<file path="src/rtl/calc_op_sequencer.sv">
// calc_op_sequencer: button-driven stack/queue calculator command sequencer.
// Define SEQ_TIMEOUT_EN to add a mem_ack timeout (TMO_CYC cycles) into ERR.
module calc_op_sequencer #(
    parameter int DEPTH   = 16,
    parameter int TMO_CYC = 255
) (
    input  logic        clk,
    input  logic        rst,
    input  logic        stack_queue,
    input  logic [4:0]  btns,
    input  logic [15:0] switches,
    output logic        mem_req,
    output logic        mem_op,
    output logic [31:0] mem_wdata,
    input  logic        mem_ack,
    input  logic [31:0] mem_rdata,
    output logic [31:0] alu_a,
    output logic [31:0] alu_b,
    output logic [3:0]  alu_op,
    input  logic [31:0] alu_y,
    output logic [31:0] disp,
    output logic [4:0]  count,
    output logic        busy,
    output logic        err
);
    typedef enum logic [2:0] {
        IDLE, PUSH_SW, POP_1, POP_2, EXEC, PUSH_Y, ERR
    } state_t;

    localparam logic [4:0] DEPTH_C = 5'(DEPTH);

    state_t     state, state_nx;
    logic [4:0] btns_q;
    logic [4:0] rise;
    logic       armed;
    logic [3:0] op_q;
    logic [3:0] op_sel;
    logic       mode_q;
    logic       accept;
    logic       xfer;
    logic       tmo;

    // armed masks the first cycle after reset so a held button is not an edge
    assign rise    = armed ? (btns & ~btns_q) : 5'd0;
    assign accept  = (state == IDLE) && (rise != 5'd0);
    assign mem_req = state inside {PUSH_SW, POP_1, POP_2, PUSH_Y};
    assign mem_op  = (state == PUSH_SW) || (state == PUSH_Y);
    assign xfer    = mem_req && mem_ack;
    assign alu_op  = (state == EXEC) ? op_q : 4'b0000;
    assign busy    = (state != IDLE) && (state != ERR);

`ifdef SEQ_TIMEOUT_EN
    localparam int TW = $clog2(TMO_CYC + 1);
    logic [TW-1:0] tmo_cnt;

    always_ff @(posedge clk or negedge rst) begin
        if (!rst)
            tmo_cnt <= '0;
        else if (!mem_req || mem_ack)
            tmo_cnt <= '0;
        else
            tmo_cnt <= tmo_cnt + 1'b1;
    end

    assign tmo = mem_req && !mem_ack && (tmo_cnt == TW'(TMO_CYC - 1));
`else
    assign tmo = 1'b0;
`endif

    always_comb begin
        op_sel = 4'b0000;
        priority case (1'b1)
            rise[1]: op_sel = 4'b0001;
            rise[2]: op_sel = 4'b0010;
            rise[3]: op_sel = 4'b0100;
            rise[4]: op_sel = 4'b1000;
            default: op_sel = 4'b0000;
        endcase
    end

    always_comb begin
        state_nx = state;
        unique case (state)
            IDLE: begin
                if (accept) begin
                    if (rise[0])
                        state_nx = (count < DEPTH_C) ? PUSH_SW : ERR;
                    else
                        state_nx = (count >= 5'd2) ? POP_1 : ERR;
                end
            end
            PUSH_SW, PUSH_Y: begin
                if (tmo)
                    state_nx = ERR;
                else if (mem_ack)
                    state_nx = IDLE;
            end
            POP_1: begin
                if (tmo)
                    state_nx = ERR;
                else if (mem_ack)
                    state_nx = POP_2;
            end
            POP_2: begin
                if (tmo)
                    state_nx = ERR;
                else if (mem_ack)
                    state_nx = EXEC;
            end
            EXEC:    state_nx = PUSH_Y;
            ERR:     state_nx = IDLE;
            default: state_nx = IDLE;
        endcase
    end

    always_ff @(posedge clk or negedge rst) begin
        if (!rst) begin
            state     <= IDLE;
            btns_q    <= 5'd0;
            armed     <= 1'b0;
            op_q      <= 4'b0000;
            mode_q    <= 1'b0;
            mem_wdata <= 32'd0;
            alu_a     <= 32'd0;
            alu_b     <= 32'd0;
            disp      <= 32'd0;
            count     <= 5'd0;
            err       <= 1'b0;
        end else begin
            state  <= state_nx;
            btns_q <= btns;
            armed  <= 1'b1;
            if (accept) begin
                op_q   <= op_sel;
                mode_q <= stack_queue;
                err    <= (state_nx == ERR);
                if (rise[0])
                    mem_wdata <= {16'd0, switches};
            end
            if (tmo)
                err <= 1'b1;
            if (state == EXEC)
                mem_wdata <= alu_y;
            // stack pops the top (B) first, queue pops the oldest (A) first
            if (xfer) begin
                unique case (state)
                    PUSH_SW, PUSH_Y: begin
                        count <= count + 5'd1;
                        disp  <= mem_wdata;
                    end
                    POP_1: begin
                        count <= count - 5'd1;
                        if (mode_q)
                            alu_b <= mem_rdata;
                        else
                            alu_a <= mem_rdata;
                    end
                    POP_2: begin
                        count <= count - 5'd1;
                        if (mode_q)
                            alu_a <= mem_rdata;
                        else
                            alu_b <= mem_rdata;
                    end
                    default: ;
                endcase
            end
        end
    end

endmodule

</file>
<file path="config.mk">
export PLATFORM = sky130hd
export DESIGN_NAME = calc_op_sequencer
export DESIGN_NICKNAME = d
export VERILOG_FILES = /design/src/rtl/calc_op_sequencer.sv
export SDC_FILE = /design/constraint.sdc
export NUM_CORES = 1
export LEC_CHECK = 0
export ABC_AREA = 0
export BUFFER_PORTS_ARGS = -buffer_cell sky130_fd_sc_hd__buf_4
export CAP_MARGIN = 20
export CORE_ASPECT_RATIO = 1.5
export CORE_MARGIN = 1
export CORE_UTILIZATION = 53
export CTS_CLUSTER_DIAMETER = 200
export DETAILED_ROUTE_END_ITERATION = 6
export GPL_TIMING_DRIVEN = 0
export MAX_ROUTING_LAYER = met4
export PLACE_DENSITY_LB_ADDON = 0.3
export REMOVE_ABC_BUFFERS = 1
export SYNTH_ARGS = -nofsm -noshare
export SYNTH_HDL_FRONTEND = slang
export SYNTH_SLANG_ARGS = --single-unit
</file>
<file path="constraint.sdc">
create_clock -name clk -period 4.7 [get_ports clk]
set_input_delay 0.705 -clock clk [delete_from_list [all_inputs] [get_ports clk]]
set_output_delay 0.705 -clock clk [all_outputs]
set_load 0.005 [all_outputs]
</file>
==> impl_metrics.json <==
{
  "synthCells": 408,
  "postCtsHoldBufs": 0,
  "yosysTopAreaCell": "dfrtp_1",
  "port_buffers": 229,
  "slew_headroom_pct": 34.2,
  "htree_levels": 4,
  "initial_utilization_pct": 54.6,
  "antenna_found_initial": 0,
  "worstPathArrival_ns": 2.12,
  "first_iter_violations": 112,
  "row_count": 47,
  "chipHeight_um": 133,
  "antenna_cells": 0,
  "place.gp.congestion": 0.794,
  "min_period_ns": 2.83,
  "ys_types": 46,
  "wl_um": 13800,
  "cts_root_buf": "clkbuf_16",
  "clkTransAtPathRegs_ns": 0.06,
  "layout-drive-gt1-share_pct": 52.8,
  "synth_ff_type": "dfrtp_1",
  "track_usage_pct": 25.0,
  "grt_pass1_vias": 4380,
  "ys_ff_latch": 148,
  "crit_required_ns": 3.99,
  "place_hpwl_um": 9730,
  "vias_per_cell": 5.23,
  "fillers": 697,
  "grt_max_degree": 79,
  "finClkSkew_ns": 0.00932,
  "ant_nets": 0,
  "synthesis.area_um2": 6070,
  "post_cts_resized": 0,
  "start_kind": "flip-flop",
  "final_area_um2": 8470,
  "final_nets": 732,
  "place_ws_ns": 2.29,
  "syn_to_final_growth_pct": 39.5,
  "ys_async_sr_fraction_pct": 100,
  "cts_tree": "done",
  "worst_slack_ns": 1.87,
  "finalHoldViolCount": 0,
  "cts_buffers": 17,
  "design_power_total_w": 0.00586,
  "clock_latency_ns": 0.42,
  "fin_setup_tns_ns": 0,
  "drv_slew": 0,
  "die_w_um": 89.4,
  "coreArea_um2": 11100,
  "drv_cap": 0,
  "dieArea_um2": 11900,
  "hp-class": "primary input to async pin",
  "leakagePower_nw": 4.28,
  "synth_edf_count": 0,
  "ios": 230,
  "critPathMaxFanout": 10,
  "synth_area_per_cell_um2": 14.9,
  "cts_setup_buffers": 0,
  "wl_per_cell_um": 17.3,
  "max-vdd-ir-drop_mv": 0.429,
  "dp_cells": 767,
  "crit_path_end_kind": "output port",
  "cts_num_sinks": 148,
  "grt_pass1_wl_um": 21600,
  "yosys_warnings": 0,
  "vias": 4181,
  "rsz0062_at_grt": "no",
  "clock.fmax_mhz": 354,
  "tightest_slew_ns": 0.984,
  "yosysTopAreaCellShare_pct": 61.0,
  "drcViolationCount": 0,
  "grt_remaining_overflow": 0,
  "drt_first_pass_iters": 4,
  "clockBufferDepth": 2,
  "setup_viol_count_final": 0,
  "yosysSeqAreaShare_pct": 61.0,
  "p_per_area_nw_per_um2": 692,
  "stdcell_count": 799,
  "synth.area.top_cells": "dfrtp_1, mux2_2, mux2_4, mux2_1, mux2i_1",
  "fin_crit_sh_pct": 60.1,
  "placed_area_um2": 7850,
  "crit_type": "flip-flop to output port",
  "status": "finished, final reports clean"
}
[through the flow]
stage	hold slack, ns	utilization [%]
6_report	0.307	76.2
5_1_grt	0.373	76.2
4_1_cts	0.344	76.2
3_5_place_dp	0.476	70.6
3_3_place_gp	0.469	70.0
2_1_floorplan	0.409	-
[cell usage after synthesis (2+ instances only)]
master / n
xor2_1: 3
buf_4: 2
ha_1: 3
and2_1: 4
inv_1: 5
buf_6: 7
nand2_1: 24
nor3_1: 2
dfrtp_1: 148
mux2_2: 40
nand2_2: 2
nand2b_1: 5
a22o_1: 16
clkbuf_1: 2
mux2_1: 30
o21ai_1: 17
mux2i_1: 19
a21oi_1: 3
buf_2: 7
mux2_4: 30
buf_12: 3
nor2_1: 7
o21ai_0: 6
[worst max-delay path, stage by stage, from the launching register on]
cell and delay [ns]:
dfrtp_1 0.44, inv_2 0.07, nor3_2 0.69, buf_6 0.24, and2_1 0.15, buf_4 0.11
[per-layer routing]
layer	share of wire, %	global-route usage [%]	vias to the layer above
met4	2.5	9.79	0
li1	-	-	1894
met2	51	41.4	202
met5	0	-	-
met1	39	28.5	2056
met3	7.5	6.82	29
[final cells by class]
| class | instances | area, µm² | area share (%) |
|---|---|---|---|
| inverter | 6 | 22.5 | 0.266 |
| clock buffer | 20 | 447 | 5.27 |
| clock inverter | 12 | 176 | 2.08 |
| timing repair buffer | 233 | 1780 | 21.1 |
| sequential | 148 | 3700 | 43.7 |
| tap | 147 | 184 | 2.17 |
| multi-input combinational | 233 | 2160 | 25.5 |
[path summary, 6_finish.rpt]
kind                        endpoint      start  slack (ns)  depth (start not counted)
setup / recovery           alu_op[3]   state[2]        1.87                          5
hold / removal             alu_a[19]        rst        0.31                          1
setup reg to reg           alu_b[17]   state[1]        2.33                          4
hold reg to reg            alu_b[25]  alu_b[25]        0.49                          1
max in group asynchronous  alu_a[24]        rst        3.60                          2
min in group clk           btns_q[4]    btns[4]        0.41                          1
[flip-flops by register name, indices dropped and copies added, names as in the netlist]
name / cells
mode_q: 1
btns_q: 5
mem_wdata: 32
alu_b: 32
armed: 1
err: 1
op_q: 4
state: 3
disp: 32
count: 5
alu_a: 32
[power by group]
group	switching [W]	internal (W)	total [W]	leakage, nW
clock	0.000518	0.000904	0.00142	0.301
combinational	0.000852	0.00136	0.00221	2.12
sequential	0.000383	0.00184	0.00223	1.86
total	0.00175	0.00411	0.00586	4.28
[placed cells by master, fill, tap and decap left out, types with 2 or more instances in the layout]
cell / count
a21oi_1: 3
a22o_1: 16
and2_1: 4
buf_4: 228
buf_6: 4
bufinv_16: 4
clkbuf_1: 2
clkbuf_16: 17
clkinv_2: 3
clkinvlp_4: 2
dfrtp_1: 148
ha_1: 3
inv_1: 5
inv_6: 2
mux2_1: 30
mux2_2: 40
mux2_4: 30
mux2i_1: 19
nand2_1: 24
nand2_2: 2
nand2b_1: 5
nor2_1: 7
o21ai_0: 6
o21ai_1: 17
xor2_1: 3
[cells by family after synthesis]
group           count (synthesis)  share of synthesized area [%]
compound gates                 48                           5.34
xor+xnor                        5                          0.845
fa+ha+maj                       4                          0.948
buf+inv                        27                           3.61
flops                         148                           61.0
mux                           119                           23.5
other cells                     1                         0.0617
simple gates                   56                           4.70
Power figures use the tool's default switching activity.
